## src/rtl/pdm_capture_ctrl.sv

```systemverilog
// pdm_capture_ctrl
// Capture sequencer for the PDM microphone chain. It owns the PDM clock rate
// select and the accumulator sync strobe. After each (re)sync it throws away
// a programmable number of settling words, then buffers accumulator words in
// a small first-word-fall-through FIFO that is drained with valid/ready.

module pdm_capture_ctrl #(
    parameter int ACCUM_BITS   = 4,
    parameter int FIFO_DEPTH   = 8,
    parameter int WARMUP_WORDS = 16,
    parameter int LVL_BITS     = $clog2(FIFO_DEPTH) + 1
) (
    input  logic                  clk,
    input  logic                  rst,
    input  logic                  enable,
    input  logic                  mode_req,
    output logic                  mode,
    output logic                  accum_sync,
    input  logic                  accum_clk,
    input  logic [ACCUM_BITS-1:0] accum_data,
    output logic [ACCUM_BITS-1:0] out_data,
    output logic                  out_valid,
    input  logic                  out_ready,
    output logic [LVL_BITS-1:0]   fifo_level,
    output logic                  overflow,
    output logic                  busy,
    output logic [1:0]            state
);

    localparam int PTR_W = (FIFO_DEPTH > 1) ? $clog2(FIFO_DEPTH) : 1;
    localparam int CNT_W = (WARMUP_WORDS > 0) ? $clog2(WARMUP_WORDS + 1) : 1;

    localparam logic [CNT_W-1:0]    WARM_TARGET = CNT_W'(WARMUP_WORDS);
    localparam logic [CNT_W-1:0]    WARM_ONE    = CNT_W'(1);
    localparam logic [LVL_BITS-1:0] LVL_FULL    = LVL_BITS'(FIFO_DEPTH);
    localparam logic [LVL_BITS-1:0] LVL_ONE     = LVL_BITS'(1);
    localparam logic [PTR_W-1:0]    PTR_ONE     = PTR_W'(1);
    localparam logic [PTR_W-1:0]    PTR_LAST    = PTR_W'(FIFO_DEPTH - 1);

    typedef enum logic [1:0] {
        ST_IDLE   = 2'd0,
        ST_SYNC   = 2'd1,
        ST_WARMUP = 2'd2,
        ST_RUN    = 2'd3
    } state_t;

    state_t state_q;
    state_t state_next;

    logic                  mode_q;
    logic                  sync_q;
    logic [CNT_W-1:0]      warm_cnt;
    logic                  overflow_q;

    logic                  mode_load;
    logic                  warm_clear;
    logic                  warm_inc;
    logic                  push_req;
    logic                  ovf_clear;
    logic                  rate_change;

    logic [ACCUM_BITS-1:0] mem [FIFO_DEPTH];
    logic [PTR_W-1:0]      wr_ptr;
    logic [PTR_W-1:0]      rd_ptr;
    logic [LVL_BITS-1:0]   level_q;

    logic                  fifo_full;
    logic                  pop;
    logic                  push_ok;
    logic                  ovf_set;

    assign rate_change = (mode_req != mode_q);

    // Next-state decode and the per-cycle control strobes, in priority order
    // enable drop > rate change > accumulator word.
    always_comb begin
        state_next = state_q;
        mode_load  = 1'b0;
        warm_clear = 1'b0;
        warm_inc   = 1'b0;
        push_req   = 1'b0;
        ovf_clear  = 1'b0;
        case (state_q)
            ST_IDLE: begin
                mode_load = 1'b1;
                if (enable) begin
                    state_next = ST_SYNC;
                    ovf_clear  = 1'b1;
                end
            end
            ST_SYNC: begin
                warm_clear = 1'b1;
                if (!enable) begin
                    state_next = ST_IDLE;
                end else if (WARMUP_WORDS == 0) begin
                    state_next = ST_RUN;
                end else begin
                    state_next = ST_WARMUP;
                end
            end
            ST_WARMUP: begin
                if (!enable) begin
                    state_next = ST_IDLE;
                end else if (rate_change) begin
                    mode_load  = 1'b1;
                    state_next = ST_SYNC;
                end else if (accum_clk) begin
                    warm_inc = 1'b1;
                    if ((warm_cnt + WARM_ONE) == WARM_TARGET) begin
                        state_next = ST_RUN;
                    end
                end
            end
            ST_RUN: begin
                if (!enable) begin
                    state_next = ST_IDLE;
                end else if (rate_change) begin
                    mode_load  = 1'b1;
                    state_next = ST_SYNC;
                end else begin
                    push_req = accum_clk;
                end
            end
            default: begin
                state_next = ST_IDLE;
            end
        endcase
    end

    // State register; the sync strobe is registered alongside so it is high
    // for exactly the cycle spent in SYNC.
    always_ff @(posedge clk) begin
        if (rst) begin
            state_q <= ST_IDLE;
            sync_q  <= 1'b0;
        end else begin
            state_q <= state_next;
            sync_q  <= (state_next == ST_SYNC);
        end
    end

    // Rate select follows the request while idle and latches on a rate change.
    always_ff @(posedge clk) begin
        if (rst) begin
            mode_q <= 1'b0;
        end else if (mode_load) begin
            mode_q <= mode_req;
        end
    end

    // Settling-word counter, cleared in SYNC and advanced per discarded word.
    always_ff @(posedge clk) begin
        if (rst) begin
            warm_cnt <= '0;
        end else if (warm_clear) begin
            warm_cnt <= '0;
        end else if (warm_inc) begin
            warm_cnt <= warm_cnt + WARM_ONE;
        end
    end

    // FIFO handshake decode: a full FIFO still accepts a word if the head
    // leaves in the same cycle.
    assign fifo_full = (level_q == LVL_FULL);
    assign pop       = (level_q != '0) && out_ready;
    assign push_ok   = push_req && (!fifo_full || pop);
    assign ovf_set   = push_req && fifo_full && !pop;

    // FIFO storage; entries are cleared on reset so the head reads zero.
    always_ff @(posedge clk) begin
        if (rst) begin
            for (int i = 0; i < FIFO_DEPTH; i++) begin
                mem[i] <= '0;
            end
        end else if (push_ok) begin
            mem[wr_ptr] <= accum_data;
        end
    end

    // Read/write pointers wrapping modulo the depth, plus occupancy.
    always_ff @(posedge clk) begin
        if (rst) begin
            wr_ptr  <= '0;
            rd_ptr  <= '0;
            level_q <= '0;
        end else begin
            if (push_ok) begin
                wr_ptr <= (wr_ptr == PTR_LAST) ? '0 : wr_ptr + PTR_ONE;
            end
            if (pop) begin
                rd_ptr <= (rd_ptr == PTR_LAST) ? '0 : rd_ptr + PTR_ONE;
            end
            case ({push_ok, pop})
                2'b10:   level_q <= level_q + LVL_ONE;
                2'b01:   level_q <= level_q - LVL_ONE;
                default: level_q <= level_q;
            endcase
        end
    end

    // Sticky drop flag, cleared only by reset or a fresh start from IDLE.
    always_ff @(posedge clk) begin
        if (rst) begin
            overflow_q <= 1'b0;
        end else if (ovf_clear) begin
            overflow_q <= 1'b0;
        end else if (ovf_set) begin
            overflow_q <= 1'b1;
        end
    end

    assign mode       = mode_q;
    assign accum_sync = sync_q;
    assign out_data   = mem[rd_ptr];
    assign out_valid  = (level_q != '0);
    assign fifo_level = level_q;
    assign overflow   = overflow_q;
    assign busy       = (state_q != ST_IDLE);
    assign state      = state_q;

endmodule

```

## config.mk

```make
export PLATFORM = sky130hd
export DESIGN_NAME = pdm_capture_ctrl
export DESIGN_NICKNAME = d
export VERILOG_FILES = /design/src/rtl/pdm_capture_ctrl.sv
export SDC_FILE = /design/constraint.sdc
export NUM_CORES = 1
export LEC_CHECK = 0
export ABC_AREA = 1
export CAP_MARGIN = 20
export CORE_MARGIN = 4
export CORE_UTILIZATION = 51
export DETAILED_ROUTE_END_ITERATION = 8
export GPL_TIMING_DRIVEN = 0
export PLACE_DENSITY = 0.79
export SYNTH_ARGS = -nofsm -noshare
export SYNTH_HDL_FRONTEND = slang
export SYNTH_SLANG_ARGS = --single-unit
```

## constraint.sdc

```tcl
create_clock -name clk -period 2.1 [get_ports clk]
set_clock_uncertainty 0.15 [all_clocks]
set_input_delay 0.42 -clock clk [delete_from_list [all_inputs] [get_ports clk]]
set_output_delay 0.42 -clock clk [all_outputs]
set_load 0.02 [all_outputs]
```

======== After elaboration in Yosys (flattened, before gate mapping) ========
Memory sizes are Yosys's and may differ from the RTL's. A register that Yosys moved wholly into a read port is not among the register bits.
Index checks and enable logic that the tools add are counted.
word-level totals
  memories kept ........................... 1
  memory bits (writable) .................. 32
  word-level logic and storage cells ...... 75
  output and inout bits ................... 15
  input port bits ......................... 10
  bits in registers ....................... 20
cells by class
  equality and inequality tests ........... 11
  multiplexer cells ....................... 35
  $add $sub $neg .......................... 5
  reductions and logical operators ........ 15
memory list
  memory  words  width  read ports  clocked after memory_dff  wr ports  line  RTL
  mem     8      4      1           1                         8         62    logic [ACCUM_BITS-1:0] mem [FIFO_DEPTH];
operator list
  kind                                                                    number
  1-bit 2-to-1 mux                                                        18
  2-bit 2-to-1 mux                                                        8
  3-bit 2-to-1 mux                                                        5
  2-bit one-hot mux with 4 select lines                                   1
  4-bit one-hot mux with 2 select lines                                   1
  3-bit by 1-bit adder with 3-bit output (second input constant)          2
  2-bit by 1-bit equality test with 1-bit output (second input constant)  3
  2-bit equality test (second input constant)                             3
  3-bit equality test (second input constant)                             2
  2-bit OR reduction                                                      3
  5-bit by 1-bit adder with 5-bit output (second input constant)          1
  5-bit equality test (second input constant)                             1
  4-bit by 1-bit adder with 4-bit output (second input constant)          1
  4-bit equality test (second input constant)                             1
  1-bit logical AND                                                       4
  4-bit 2-to-1 mux                                                        1
  2-bit nonzero test                                                      2
  4-bit nonzero test                                                      1
  4-bit OR reduction                                                      1
  4-bit by 1-bit subtractor with 4-bit output (second input constant)     1
  1-bit zero test                                                         2
  2-bit zero test                                                         1
  1-bit one-hot mux with 2 select lines                                   1
  1-bit logical OR                                                        1
  1-bit != test                                                           1

======== Logic depth before layout (Yosys ltp) ========
  word-level depth ........................ 10
  depth in mapped cells ................... 14
  depth with buffers taken out ............ 14

======== Worst setup path before layout ========
No wires, ideal clock.
  kind .................................... register -> register
  start point ............................. reg level_q[0] (netlist: fifo_level[0])
  end point ............................... reg level_q[3] (netlist: fifo_level[3])
  data required time ...................... 1.835 ns
  slack ................................... -0.120 ns
  setup time .............................. 0.115 ns
  period minus slack after synthesis ...... 2.220 ns
  arrival ................................. 1.955 ns
  stages on the path, launching flop included .. 14
  path buffers ............................ 0
  cells stage by stage .................... dfxtp_1 nor2_1 nand2_1 nand2_1 inv_1 nand2_1 inv_1 ha_1 a21oi_1 nand2_1 nand3_1 nand2_1 a21oi_1 nor2_1
on the way
  cells in the longest elaborated chain, start to end .. 6
  elaborated cells on any way between the ends .. 12
  those cells by class .................... add/sub: 2; eq/ne: 3; mux: 1; reduce/logical: 6
ends and longest elaborated chain
  element                                                                                       line  RTL
  start, declared                                                                               65    logic [LVL_BITS-1:0] level_q;
  start signal, assigned                                                                        194   2'b10: level_q <= level_q + LVL_ONE;
  start signal, assigned                                                                        195   2'b01: level_q <= level_q - LVL_ONE;
  start signal, assigned                                                                        196   default: level_q <= level_q;
  4-bit nonzero test *                                                                          n/a
  net out_valid                                                                                 22    output logic out_valid,
  1-bit logical AND *                                                                           165   assign pop = (level_q != '0) && out_ready;
  1-bit logical OR                                                                              166   assign push_ok = push_req && (!fifo_full || pop);
  1-bit logical AND                                                                             166
  2-bit by 1-bit equality test with 1-bit output / 2-bit equality test (equally long branches)  193   case ({push_ok, pop})
  4-bit one-hot mux with 2 select lines / 2-bit nonzero test (equally long branches)            n/a
Mark *: on every way through the listed nets, which the timed path passes. The rest lies on a longest branch.
A chain may end at the register's enable or synchronous reset.

==> metrics.txt <==
Arrival @ worst endpoint=1470 ps; Startpoint Class=register; cell mode on critical path=nor2_1; reg2reg setup slack=110 ps; drt initial violations=139; H-tree depth=2; Avg Cell Area, Syn=8.80 um2; most frequent cells in the layout=nor2_1 (83), nand2_1 (33), edfxtp_1 (32), inv_1 (23), o21ai_0 (21); Cell Area, Synth=0.00271 mm2; M1 WL=about 2300 um; max cap viols=0; row count=26; width of the die=80.9 um; DR vias=slightly above 2000; GPL Wtd Cong=0.786; CTS Buffer Depth=2; Tcrit/Tclk final=a little over nine tenths; CTS tree=built; area growth from synthesis to layout=20.7%; crit end category=output port; Req. time, crit path=1530 ps; pin count of the biggest net entering global routing=18; Hold Path Origin=enable; clk sinks=55; met3 wire len=204 um; Seq cells post-synth=55; setup violators final=0; cell area after layout=0.00327 mm2; Max Fclk=490 MHz; vias in the first global route=between 1500 and 2000; leakage=1.53 nW; Synth Net Count=326; PortBufs=23; DRC Markers=0; Gate Count Post-Synth=between 300 and 400; pwr/cell area=about 1100 mW/mm2; commonest non-fill, non-tap cell in the layout=nor2_1; status=complete, no violations; Core Box Area=0.00514 mm2; Reg2Reg Capture Point=fifo_level[2]$_SDFFE_PP0P_; die extent in y=80.9 um; Hold Crit Class=primary input to register; Root Buffer=clkbuf_8; ant diodes=0; end of the worst hold path=state[1]$_SDFF_PP0_; layout cells sized above 1=19.5%; first-pass iteration count of the detailed router=4; Antenna Nets Post-Route=0; RSZ-0062 raised after global routing=yes; first-pass GRT wire length=8470 um; fin util=between 60% and 70%; I/O pin count=25; reg2reg path depth=12; clock latency on the worst-skew pair=300 ps; DP Wirelength=3800 um; WL final=roughly 5200 um; minimum clock period=around 2000 ps; Clk pin slew, worst setup/hold paths=90 ps; gr ovfl total=0; maximum VDD drop=0.833 mV; Synth cell types=25; die area=0.00654 mm2; CP Cell Sequence=buf_6 -> nor2_1 -> o22ai_1 -> nor2_1 -> a31oi_1 -> buf_4; max layer used=met4; final-report max-slew violation count=0; Slew @ Worst Pin=602 ps; met2 wirelength from detailed routing=approximately 2700 um; WL/cell=12.5 um; sequential area share after synthesis=52.4%; Hold Violations, Final=0; critical path class=register to output port; Worst Hold Depth=3; Critical Path Max Stage Delay=410 ps; Initial Util=between 50% and 60%; Final Net Count=361; Vias/cell=5.01; CP max-delay cell=dfxtp_4; Slew Limit Headroom=about three fifths; initial antenna violation count=0; Num CTS Buffers=5; Cell Area, Placed=0.00304 mm2; CP Max Fanout=10; Crit Reg-Reg Startpoint=fifo_level[3]$_SDFFE_PP0P_; total global routing track utilization=16.8%; total of warnings raised by yosys=0
[per-stage QoR]
stage | total power (W) | std cells | setup TNS, ps | setup WS [ps] | hold WS, ps
after floorplan | 0.00218 | 308 | 0 | 21.1 | 308
after global placement | 0.00261 | 401 | -18370 | -594 | 315
after detailed placement | 0.00264 | 401 | -20020 | -699 | 318
after CTS | 0.00335 | 410 | -6.49 | -4.10 | 262
after global routing | 0.00371 | 414 | -84.7 | -37.8 | 272
final | 0.00350 | 414 | 0 | 58.5 | 271
[Yosys cell counts]
| cell | count | area share [%] |
|---|---|---|
| a31oi_1 | 4 | 0.92 |
| a21oi_1 | 12 | 2.2 |
| nor2_1 | 85 | 12 |
| nand2_4 | 11 | 4.6 |
| dfxtp_1 | 23 | 17 |
| clkbuf_1 | 4 | 0.55 |
| nand4_1 | 7 | 1.6 |
| nor2_2 | 1 | 0.23 |
| fa_1 | 1 | 0.74 |
| nor2_8 | 3 | 2.2 |
| buf_4 | 1 | 0.28 |
| o22ai_1 | 4 | 0.92 |
| buf_2 | 2 | 0.37 |
| o211a_1 | 1 | 0.37 |
| xor2_1 | 2 | 0.65 |
| clkinv_2 | 1 | 0.18 |
| or2_2 | 1 | 0.23 |
| nand3_1 | 10 | 1.8 |
| o21ai_0 | 25 | 4.6 |
| edfxtp_1 | 32 | 35 |
| xnor2_1 | 1 | 0.32 |
| nand2_1 | 40 | 5.5 |
| inv_2 | 2 | 0.28 |
| inv_1 | 28 | 3.9 |
| ha_1 | 7 | 3.2 |
[worst max-delay path, delay by kind of cell (launching register included)]
kind                   cells  cell delay (ps)
buffers and inverters      2              310
AO/OA/AOI/OAI              2              320
AND/OR/NAND/NOR            2              120
flip-flops                 1              410
[metal layers]
metal / up-vias / track usage, %
met3: 4 / 3.55
met2: 53 / 30.4
li1: 1081 / -
met1: 938 / 19.7
met4: 0 / 5.91
met5: - / 0
[power by group]
group / internal [W] / switching [W] / total [W] / leakage, nW
Clock: 0.000356 / 0.000324 / 0.000680 / 0.0514
Sequential: 0.00127 / 0.000141 / 0.00141 / 0.522
Combinational: 0.000620 / 0.000785 / 0.00141 / 0.953
[repair_timing]
| item | in CTS | in global routing |
|---|---|---|
| buffers inserted | 3 | 4 |
| gates resized for setup | 39 | 25 |
| setup endpoints to repair | 39 | 39 |
| pin swaps | 3 | 12 |
| hold buffers | 0 | 0 |
[worst max-delay path by stage]
stage / start / end / slack [ps] / cells after the start
3_3_place_gp: accum_clk / fifo_level[3]$_SDFFE_PP0P_ / -590 / 13
3_5_place_dp: accum_clk / fifo_level[3]$_SDFFE_PP0P_ / -700 / 13
5_1_grt: register / out_data[1] / -40 / 7
2_1_floorplan: fifo_level[0]$_SDFFE_PP0P_ / fifo_level[3]$_SDFFE_PP0P_ / 20 / 13
4_1_cts: mode_req / fifo_level[3]$_SDFFE_PP0P_ / -4 / 14
6_report: register / out_data[3] / 60 / 6
[state kept, by name, summed over array words and instances (netlist names), named ones only]
register,flops
fifo_level,4
mode,1
state,2
accum_sync,1
warm_cnt,5
rd_ptr,3
overflow,1
mem,32
wr_ptr,3
[cells by family (layout without fill, tap and decap cells)]
logic type / after synthesis / count (layout) / share of synthesized area (%)
xor+xnor: 3 / 3 / 0.970
flops: 55 / 55 / 52.4
simple gates: 158 / 158 / 28.0
buf+inv: 38 / 74 / 5.54
compound gates: 46 / 46 / 9.05
fa+ha+maj: 8 / 8 / 3.97
[area by class of cell]
class	instances	area [um2]
buffer	5	37.5
clock inverter	2	37.5
multi-input combinational	215	1190
tap	70	87.6
inverter	31	123
fill	452	1870
sequential	55	1440
timing repair buffer	30	284
clock buffer	6	72.6
No activity file was read; power rests on OpenSTA's default activity.
